**src/rtl/simon_pkg.sv**
```systemverilog
`default_nettype none
// +--------------------------------------------------------------------+
// | simon_pkg : shared FSM states and speed-shift constants             |
// | Rev 1.0                                                            |
// +--------------------------------------------------------------------+
package simon_pkg;

  typedef enum logic [2:0] {
    ST_IDLE = 3'd0,
    ST_LOAD = 3'd1,
    ST_ON   = 3'd2,
    ST_GAP  = 3'd3,
    ST_DONE = 3'd4
  } state_t;

  localparam int c_TMR_W = 8;
  localparam int c_SPEED_SHIFT [4] = '{0, 1, 2, 3};

  // Faster speeds shorten the on-time, but never below one tick.
  function automatic logic [c_TMR_W-1:0] on_duration(input int base, input logic [1:0] spd);
    int d;
    d = base >> c_SPEED_SHIFT[spd];
    if (d < 1) d = 1;
    return c_TMR_W'(d);
  endfunction

endpackage
`default_nettype wire

```
**src/rtl/tick_timer.sv**
```systemverilog
`default_nettype none
// +--------------------------------------------------------------------+
// | tick_timer : loadable down-counter of tick strobes with expire flag |
// | Rev 1.0                                                            |
// +--------------------------------------------------------------------+
module tick_timer
  import simon_pkg::*;
(
  input  logic               clk,
  input  logic               rst,
  input  logic               i_load,
  input  logic [c_TMR_W-1:0] i_load_val,
  input  logic               i_en,
  input  logic               i_tick,
  output logic               o_expire
);

  logic [c_TMR_W-1:0] r_cnt;

  // Load wins over counting, so a tick on the load cycle is discarded.
  always_ff @(posedge clk) begin
    if (rst) begin
      r_cnt <= '0;
    end else if (i_load) begin
      r_cnt <= i_load_val;
    end else if (i_en && i_tick && (r_cnt != '0)) begin
      r_cnt <= r_cnt - c_TMR_W'(1);
    end
  end

  assign o_expire = i_en && i_tick && (r_cnt == c_TMR_W'(1));

endmodule
`default_nettype wire

```
**src/rtl/sequence_player.sv**
```systemverilog
`default_nettype none
// +--------------------------------------------------------------------+
// | sequence_player : plays a stored LED pattern, timed by tick strobes |
// | Option macro: SEQ_PLAYER_GAP_EN (dark gap between steps). Rev 1.0   |
// +--------------------------------------------------------------------+
module sequence_player
  import simon_pkg::*;
#(
  parameter int MAX_LEN   = 8,
  parameter int ON_TICKS  = 8,
  parameter int GAP_TICKS = 2
) (
  input  logic        clk,
  input  logic        reset,
  input  logic        tick,
  input  logic        start,
  input  logic [3:0]  length,
  input  logic [1:0]  speed,
  output logic [2:0]  step_idx,
  input  logic [3:0]  step_data,
  output logic [15:0] leds,
  output logic        busy,
  output logic        done
);

  localparam logic [3:0]         c_MAX_LEN = 4'(MAX_LEN);
  localparam logic [c_TMR_W-1:0] c_GAP_VAL = c_TMR_W'((GAP_TICKS < 1) ? 1 : GAP_TICKS);

  state_t              r_state;
  state_t              w_next;
  logic [3:0]          r_len;
  logic [1:0]          r_speed;
  logic [2:0]          r_step_idx;
  logic [15:0]         r_leds;
  logic [3:0]          w_eff_len;
  logic                w_last;
  logic                w_tmr_load;
  logic [c_TMR_W-1:0]  w_tmr_val;
  logic                w_tmr_en;
  logic                w_expire;

  assign w_eff_len = (length > c_MAX_LEN) ? c_MAX_LEN : length;
  assign w_last    = ({1'b0, r_step_idx} == (r_len - 4'd1));

`ifndef SEQ_PLAYER_GAP_EN
  logic w_unused_gap;
  assign w_unused_gap = ^c_GAP_VAL;
`endif

  always_ff @(posedge clk) begin
    if (reset) begin
      r_state <= ST_IDLE;
    end else begin
      r_state <= w_next;
    end
  end

  always_comb begin
    w_next     = r_state;
    w_tmr_load = 1'b0;
    w_tmr_val  = on_duration(ON_TICKS, r_speed);
    w_tmr_en   = 1'b0;
    case (r_state)
      ST_IDLE: begin
        if (start) w_next = (w_eff_len == 4'd0) ? ST_DONE : ST_LOAD;
      end
      ST_LOAD: begin
        w_tmr_load = 1'b1;
        w_next     = ST_ON;
      end
      ST_ON: begin
        w_tmr_en = 1'b1;
        if (w_expire) begin
`ifdef SEQ_PLAYER_GAP_EN
          w_tmr_load = 1'b1;
          w_tmr_val  = c_GAP_VAL;
          w_next     = ST_GAP;
`else
          w_next     = w_last ? ST_DONE : ST_LOAD;
`endif
        end
      end
      ST_GAP: begin
        w_tmr_en = 1'b1;
        if (w_expire) w_next = w_last ? ST_DONE : ST_LOAD;
      end
      ST_DONE: w_next = ST_IDLE;
      default: w_next = ST_IDLE;
    endcase
  end

  // Run parameters are captured once at start so mid-run input changes are inert.
  always_ff @(posedge clk) begin
    if (reset) begin
      r_len      <= 4'd0;
      r_speed    <= 2'd0;
      r_step_idx <= 3'd0;
      r_leds     <= 16'd0;
    end else begin
      case (r_state)
        ST_IDLE: begin
          if (start) begin
            r_len      <= w_eff_len;
            r_speed    <= speed;
            r_step_idx <= 3'd0;
          end
        end
        ST_LOAD: r_leds <= 16'd1 << step_data;
        ST_ON: begin
          if (w_expire) begin
            r_leds <= 16'd0;
`ifndef SEQ_PLAYER_GAP_EN
            if (!w_last) r_step_idx <= r_step_idx + 3'd1;
`endif
          end
        end
        ST_GAP: begin
          if (w_expire && !w_last) r_step_idx <= r_step_idx + 3'd1;
        end
        default: ;
      endcase
    end
  end

  tick_timer u_timer (
    .clk        (clk),
    .rst        (reset),
    .i_load     (w_tmr_load),
    .i_load_val (w_tmr_val),
    .i_en       (w_tmr_en),
    .i_tick     (tick),
    .o_expire   (w_expire)
  );

  assign step_idx = r_step_idx;
  assign leds     = r_leds;
  assign busy     = (r_state == ST_LOAD) || (r_state == ST_ON) || (r_state == ST_GAP);
  assign done     = (r_state == ST_DONE);

endmodule
`default_nettype wire
```
**config.mk**
```make
export PLATFORM = sky130hd
export DESIGN_NAME = sequence_player
export DESIGN_NICKNAME = d
export VERILOG_FILES = /design/src/rtl/simon_pkg.sv /design/src/rtl/tick_timer.sv /design/src/rtl/sequence_player.sv
export SDC_FILE = /design/constraint.sdc
export NUM_CORES = 1
export LEC_CHECK = 0
export CAP_MARGIN = 10
export CORE_ASPECT_RATIO = 1.1
export CORE_MARGIN = 2
export CORE_UTILIZATION = 45
export DETAILED_ROUTE_END_ITERATION = 12
export PLACE_DENSITY_LB_ADDON = 0.08
export SYNTH_ARGS = -nofsm -noshare
export SYNTH_HDL_FRONTEND = slang
export SYNTH_SLANG_ARGS = --single-unit
export TNS_END_PERCENT = 5
```
**constraint.sdc**
```tcl
create_clock -name clk -period 2.1 [get_ports clk]
set_input_delay 0.63 -clock clk [delete_from_list [all_inputs] [get_ports clk]]
set_output_delay 0.63 -clock clk [all_outputs]
set_load 0.01 [all_outputs]
```
### Word-level counts from Yosys, hierarchy flattened

Cells that the tools add are included.

* register bits after elaboration: 36
* input port bits: 14
* output and inout port bits: 21
* logic and storage cells: 65

* $add $sub $neg: 3
* $lt $le $gt $ge: 3
* eq/ne operators: 11
* shifts and indexed selects: 2
* mux-type cells: 21
* bitwise logic cells: 1
* reductions and logical operators: 18

Operator list (count)
* 32-bit binary-select mux with 2-bit select: 1
* 32-bit two-way mux: 2
* 32-bit by 2-bit < comparator with 1-bit output (second input constant): 1
* 16-bit one-hot mux with 2 select lines: 1
* 4-bit by 32-bit right shift with 32-bit output (first input constant): 1
* 3-bit two-way mux: 8
* 8-bit two-way mux: 3
* 3-bit one-hot mux with 3 select lines: 2
* 16-bit two-way mux: 1
* 1-bit by 4-bit << shifter with 16-bit output (first input constant): 1
* 8-bit by 1-bit == test with 1-bit output (second input constant): 1
* 2-bit inequality test (second input constant): 4
* 8-bit nonzero test: 1
* 8-bit by 1-bit subtractor with 8-bit output (second input constant): 1
* 3-bit by 2-bit == test with 1-bit output (second input constant): 2
* 2-bit AND reduction: 3
* 5-bit AND reduction: 1
* 3-bit by 4-bit == test with 1-bit output: 1
* 4-bit greater-than comparator (second input constant): 1
* 1-bit logical AND: 4
* 4-bit logical NOT: 1
* 4-bit two-way mux: 1
* 2-bit nonzero test: 2
* 4-bit by 1-bit subtractor with 4-bit output (second input constant): 1
* 12 further kinds: 14

### Logic depth before layout (Yosys ltp)

Gate-level depths: netlist of run 1.

* word-level depth: 8
* mapped depth: 8
* depth with buffers taken out: 7

### Modules after synthesis

Synthesis of run 1 repeated with hierarchy kept, for this count alone.

* cell total of the unflattened synthesis: 213
* area total of the unflattened synthesis: 1853.0 um^2

Modules (own cells, without submodules)
* sequence_player: instances 1, cells each 151, area each 1348.8 um^2, seq. area each 560.5 um^2
* tick_timer: instances 1, cells each 62, area each 504.2 um^2, seq. area each 160.2 um^2

### Worst setup path after synthesis of run 1

OpenSTA, ideal clock, no wires.

* path type: register to register
* from: register r_len[0]
* to: register r_state[2]
* setup time: 0.114 ns
* arrival time: 1.735 ns
* required time: 1.986 ns
* setup slack: 0.251 ns
* stages on the path, launching flop included: 8
* path buffers: 0
* period minus slack after synthesis: 1.849 ns
* path through: dfxtp_1 -> inv_1 -> ha_1 -> xor2_1 -> or3b_1 -> a21oi_2 -> a21oi_1 -> a2111oi_0

* cells in the longest elaborated chain, start to end: 5

RTL lines
* start, declared: line sequence_player.sv:31 `logic [3:0] r_len;`
* start signal, assigned: line sequence_player.sv:103 `r_len <= w_eff_len;`
* 4-bit by 1-bit subtractor with 4-bit output: line sequence_player.sv:43 `assign w_last = ({1'b0, r_step_idx} == (r_len - 4'd1));`
* 3-bit by 4-bit == test with 1-bit output: line sequence_player.sv:43
* 3-bit two-way mux: line sequence_player.sv:79, sequence_player.sv:85
* 3-bit two-way mux: line sequence_player.sv:73, sequence_player.sv:85
* 3-bit one-hot mux with 3 select lines: line sequence_player.sv:63 `case (r_state)`
* end signal, assigned: line sequence_player.sv:54 `r_state <= w_next;`
* end, declared: line sequence_player.sv:29 `state_t r_state;`

Every way passes these cells. The select of a mux whose other input is x is not followed.
A chain may end at the register's enable or synchronous reset.

### Worst setup path after layout of run 1

* from: register r_state[1]
* to: output port done

* cells in the longest elaborated chain, start to end: 1

RTL lines
* 3-bit == test: line sequence_player.sv:138 `assign done = (r_state == ST_DONE);`
* end, declared: line sequence_player.sv:23 `output logic done`

Every way passes these cells.

==> impl_metrics.toml, run 1 <==
[critical_path]
cp-start-kind = "flop"
cp-startpoint = "r_state[1]"
worstPathRequired_ps = 1470
rr_endpoint = "r_state[2]"
timing.critical_path.to_type = "output pin"
reg2reg_setup_slack_ps = 250
r2r_start = "r_len[0]"
crit_chain = "nor2_2, and2_1, clkdlybuf4s50_1"
r2r_cells = 7
critical-path-top-delay-family = "buffers and inverters"
arrival_ps = 1410
cp_num_buf_inv = 1
worstSetupPathType = "reg2out"
cpMaxStageDelayCell = "clkdlybuf4s50_1"
path_max_fanout = 3
slowest_delay_ps = 520

[yosys]
synth_top_family_by_area = "simple AND/OR/NAND/NOR gates"
synth_ff_type = "dfxtp_1"
yosys.area_share.xor_xnor_pct = 3.89
synth_fa_ha_area_share_pct = 2.78
synthSimpleGateAreaFrac_pct = 33.7
synthMuxAreaShare_pct = 0
yosysWarnings = 0
synth.avg_cell_area_um2 = 8.27
syn_nets = 236
yosysSeqAreaShare_pct = 40.0
synth_top_area_share_pct = 40.0
netlist_area_um2 = 1800
yosys.area.top_type = "dfxtp_1"
synth_seq_cells = 36
synth_edf_count = 0
netlist_instances = 218
synth-async-reset-ratio_pct = 0
yosysUniqueCellTypes = 44
synth.area.top_cells = "dfxtp_1 (40%), a21oi_1 (8.0%), nand2_1 (6.2%)"
synth_compound_area_share_pct = 16.1

[clock_network]
cts_root_buf = "clkbuf_8"
cts_hold_buf = 0
clk_pin_slew_ps = 70
clock_path_buffers = 2
htree_levels = 2
cts_tree = "yes"
cts_num_sinks = 36
clkLatencyLatePin_ps = 280
cts_buffers = 5

[sta]
slew-limit-headroom_pct = 76.8
hold_viol = 0
finalMaxSlewViolations = 0
final.period_utilization_pct = 97.1
tightest_slew_ps = 344
setup_violations = 0
fmaxAchievable_mhz = 491
fin_setup_tns_ps = 0
skew_ps = 4.71
rsz0062_at_grt = "false"
min_period_ps = 2040

[final_layout]
layout_commonest_cell = "dfxtp_1"
syn2layout_area_growth_pct = 34.0
final_cell_mix = "dfxtp_1 (36), clkdlybuf4s50_1 (34), nand2_1 (30), a21oi_1 (29), buf_4 (20)"
fillers = 363
finalNetCount = 289
multi_input_area_um2 = 1020
drive_gt1_share_pct = 13.3
regArea_um2 = 721
num_antenna_cells = 0
postLayoutCellArea_um2 = 2420

[power_and_ir_drop]
ir_drop_mv = 0.288
power_density_nw_per_um2 = 684
power_frac_clock_pct = 32.0
p_leak_uw = 0.000838
comb_power_share_pct = 22.9
p_sw_share_pct = 28.3
power.internal_uw = 1180
power_frac_seq_pct = 45.1
netSwitchingPower_uw = 467

[floorplan]
io_pins = 35
die_area_um2 = 4530
placementRows = 24
core_um2 = 3900
initial_core_util_pct = 46.2
die_w_um = 64.4
die_h_um = 70.4

[drt]
num_vias = 1681
drcViolationCount = 0
first_iter_violations = 85
wirelength_um = 3930
viasPerCell = 5.20
wl_per_cell_um = 12.2
dr.pass1.iters = 4
antenna_left = 0

[worst_hold_path]
whs_path_depth = 2
whs_endpoint = "leds[7]"
hold_path.class = "reg2reg"
worstHoldStart = "leds[7]"

[global_routing]
grt_pass1_vias = 1624
antenna_found_initial = 0
met2_usage_pct = 33.9
grtUsageMet3_pct = 3.86
overflow = 0
grt_pass1_wl_um = 6910
grt_max_degree = 18
met1_usage_pct = 22.9
top_usage_layer = "met2"
track_usage_pct = 19.1

[place]
dpl_cell_area_um2 = 2310
routabilityCongestion = 0.766
hpwl_um = 3020
portBuffers = 34

[flow_run]
maxCapViolations = 0

[outcome]
status = "finished, final reports clean"
-- logic make-up (layout without fill, tap and decap cells) --
family,after synthesis,after routing
xor gates and xnor gates,8,8
adders and majority gates,4,4
and+or+nand+nor,108,108
DFF,36,36
buffers and inverters,14,67
AOI/OAI and AO/OA,48,48
-- flip-flops by register name, indices dropped and copies added, names as in the netlist --
name,cells
u_timer.r_cnt,8
leds,16
r_state,3
r_speed,2
step_idx,3
r_len,4
-- timing repair --
action                     in CTS  in global routing
resized for setup               1                  0
pin swaps                       0                  1
setup endpoints to repair       1                  1
setup buffers                   0                  1
-- metrics by stage --
| step | total power, µW | setup slack [ps] | utilization [%] | hold slack [ps] | cells |
|---|---|---|---|---|---|
| 6_report | 1650 | 61.9 | 61.9 | 451 | 323 |
| 4_1_cts | 1660 | 27.1 | 61.7 | 454 | 322 |
| 2_1_floorplan | 989 | 251 | - | 441 | 218 |
| 5_1_grt | 1750 | 14.4 | 61.9 | 481 | 323 |
| 3_3_place_gp | 1130 | -104 | 59.2 | 440 | 315 |
| 3_5_place_dp | 1130 | -154 | 59.2 | 444 | 315 |
-- synth_stat cells (4+ instances only) --
library cell  count
a21oi_1          29
clkbuf_1          4
dfxtp_1          36
ha_1              4
inv_1             6
nand2_1          30
nand2b_1          5
nand3_1           6
nand3b_1          7
nor2_1           16
o21ai_0           6
or3_1            13
xnor2_1           4
xor2_1            4
-- worst reg2reg max path, stage by stage, from the launching register on --
cell and delay [ps]:
dfxtp_1 380, inv_1 60, ha_1 200, xor2_1 160, or3b_1 370, a21oi_2 160, a21oi_1 80, a2111oi_0 330
-- metal layers --
metal  part of all wire, %  vias to the layer above
met5                     0                        -
met4                   1.3                        0
met3                   3.1                        7
met2                    50                       26
met1                    45                      763
li1                      -                      885
-- worst max path at each step --
stage                     cells after the start         end  slack, ps
after floorplan                               7  r_state[2]        250
after global placement                        5     leds[8]       -100
after detailed placement                      6  r_state[2]       -150
after CTS                                     3        done         30
after global routing                          3        done         10
final                                         3        done         60
-- power by group through the flow --
stage	combinational [µW]	sequential [µW]	clock, µW
2_1_floorplan	234	755	0
3_3_place_gp	370	759	0
3_5_place_dp	371	760	0
4_1_cts	374	746	537
5_1_grt	423	750	576
6_report	378	745	528
-- final cells by class --
class	count	share of cell area, %
Tap cell	52	2.69
Sequential cell	36	29.8
Multi-Input combinational cell	168	42.3
Timing Repair Buffer	54	20.3
Clock buffer	7	3.99
Inverter	6	0.932
(Power assumes the default switching activity.)
==> run 2, diff against run 1 <==
- CORE_UTILIZATION: 45 -> 50
==> impl_metrics.toml, run 2 (synthesized netlist as in run 1, its figures left out) <==
[outcome]
status = "finished, final reports clean"

[clock_network]
clk_pin_slew_ps = 110
cts_hold_buf = 0
cts_num_sinks = 36
cts_buffers = 5
cts_root_buf = "clkbuf_4"
clock_path_buffers = 2
htree_levels = 2
cts_tree = "yes"
clkLatencyLatePin_ps = 340

[floorplan]
io_pins = 35
die_w_um = 61.3
placementRows = 22
initial_core_util_pct = 53.3
die_area_um2 = 4100
die_h_um = 67.0
core_um2 = 3390

[place]
routabilityCongestion = 0.823
place_ws_ps = -149
hpwl_um = 2920
portBuffers = 34
dp.cells = 311
dpl_cell_area_um2 = 2300

[final_layout]
drive_gt1_share_pct = 12.9
finalNetCount = 289
finalNonFillerCells = 319
num_antenna_cells = 0
final_cell_mix = "dfxtp_1 (36), clkdlybuf4s50_1 (33), nand2_1 (30), a21oi_1 (29), buf_4 (20)"
fillers = 299
largest_reg_flops = 16
postLayoutCellArea_um2 = 2360
syn2layout_area_growth_pct = 30.9
layout_commonest_cell = "dfxtp_1"

[worst_hold_path]
hold_path.class = "reg2reg"
whs_path_depth = 2

[global_routing]
track_usage_pct = 21.3
grt_pass1_vias = 1586
grt_pass1_wl_um = 6570
antenna_found_initial = 0
overflow = 0
grt_max_degree = 22

[sta]
setup_violations = 0
min_period_ps = 2010
finalMaxSlewViolations = 0
hold_viol = 0
slew-limit-headroom_pct = 72.4
final.period_utilization_pct = 95.9
skew_ps = 8.03
holdWs_ps = 457
setup_ws_ps = 85.1
tightest_slew_ps = 409
rsz0062_at_grt = "false"
fmaxAchievable_mhz = 496

[critical_path]
worstPathRequired_ps = 1470
timing.critical_path.to_type = "output pin"
arrival_ps = 1380
path_max_fanout = 3
r2r_cells = 7
cp-start-kind = "flop"
worstSetupPathType = "reg2out"

[drt]
dr.pass1.iters = 4
first_iter_violations = 47
wl_per_cell_um = 12.1
drcViolationCount = 0
num_vias = 1732
wirelength_um = 3860
viasPerCell = 5.43
antenna_left = 0

[power_and_ir_drop]
power_density_nw_per_um2 = 624
p_total_uw = 1470
p_leak_uw = 0.000822
ir_drop_mv = 0.376

[flow_run]
maxCapViolations = 0
==> run 2: cell count changes in the layout (fill, tap and decap cells not counted) <==
cell,delta
dlygate4sd2_1,+1
clkbuf_4,+5
clkbuf_8,-7
clkinv_2,+1
clkdlybuf4s50_1,-1
clkbuf_1,+1
==> run 2: metrics by stage <==
stage / TNS (ps) / utilization [%]
after global placement: -528 / 68.1
after detailed placement: -667 / 68.1
final: 0 / 69.7
after CTS: 0 / 69.7
after floorplan: 0 / -
after global routing: 0 / 69.7
==> run 2: area by class of cell <==
cell class / count / area [µm²] / share of cell area (%)
repair buffers: 54 / 489 / 20.7
well taps: 48 / 60.1 / 2.55
inverters: 6 / 22.5 / 0.954
clock buffers: 6 / 41.3 / 1.75
clock inverters: 1 / 5.00 / 0.212
multi-input cells: 168 / 1020 / 43.3
flip-flops and latches: 36 / 721 / 30.5
==> run 2: what timing repair did <==
| action | CTS | global route |
|---|---|---|
| resized for setup | 2 | 0 |
| endpoints found under the setup margin | 1 | 0 |
| setup buffers | 1 | 0 |
| endpoints found under the hold margin | 0 | 0 |
==> run 2: worst paths after layout <==
check	from	endpoint	slack, ps
worst max-delay path	r_state[1]	busy	90
worst min-delay path	leds[5]	leds[5]	460
worst max register to register	r_len[0]	r_state[2]	170
worst min register to register	leds[5]	leds[5]	460
==> run 2: per-layer routing <==
metal / vias to the layer above / track usage [%] / part of all wire [%]
met5: - / 0 / 0
met2: 35 / 35.4 / 46
met3: 6 / 3.69 / 4.7
met4: 0 / 10.6 / 1.6
met1: 803 / 25.7 / 47
li1: 888 / - / -
==> run 2: report_power, final <==
part	total (µW)	switching (µW)	internal, µW
Sequential	745	30.5	714
Combinational	383	205	178
Clock	343	220	123
==> run 2: worst max-delay path, stage by stage (launching register included) <==
cell	delay [ps]
dfxtp_1	370
nor2_2	60
nor2_1	80
clkdlybuf4s50_1	530
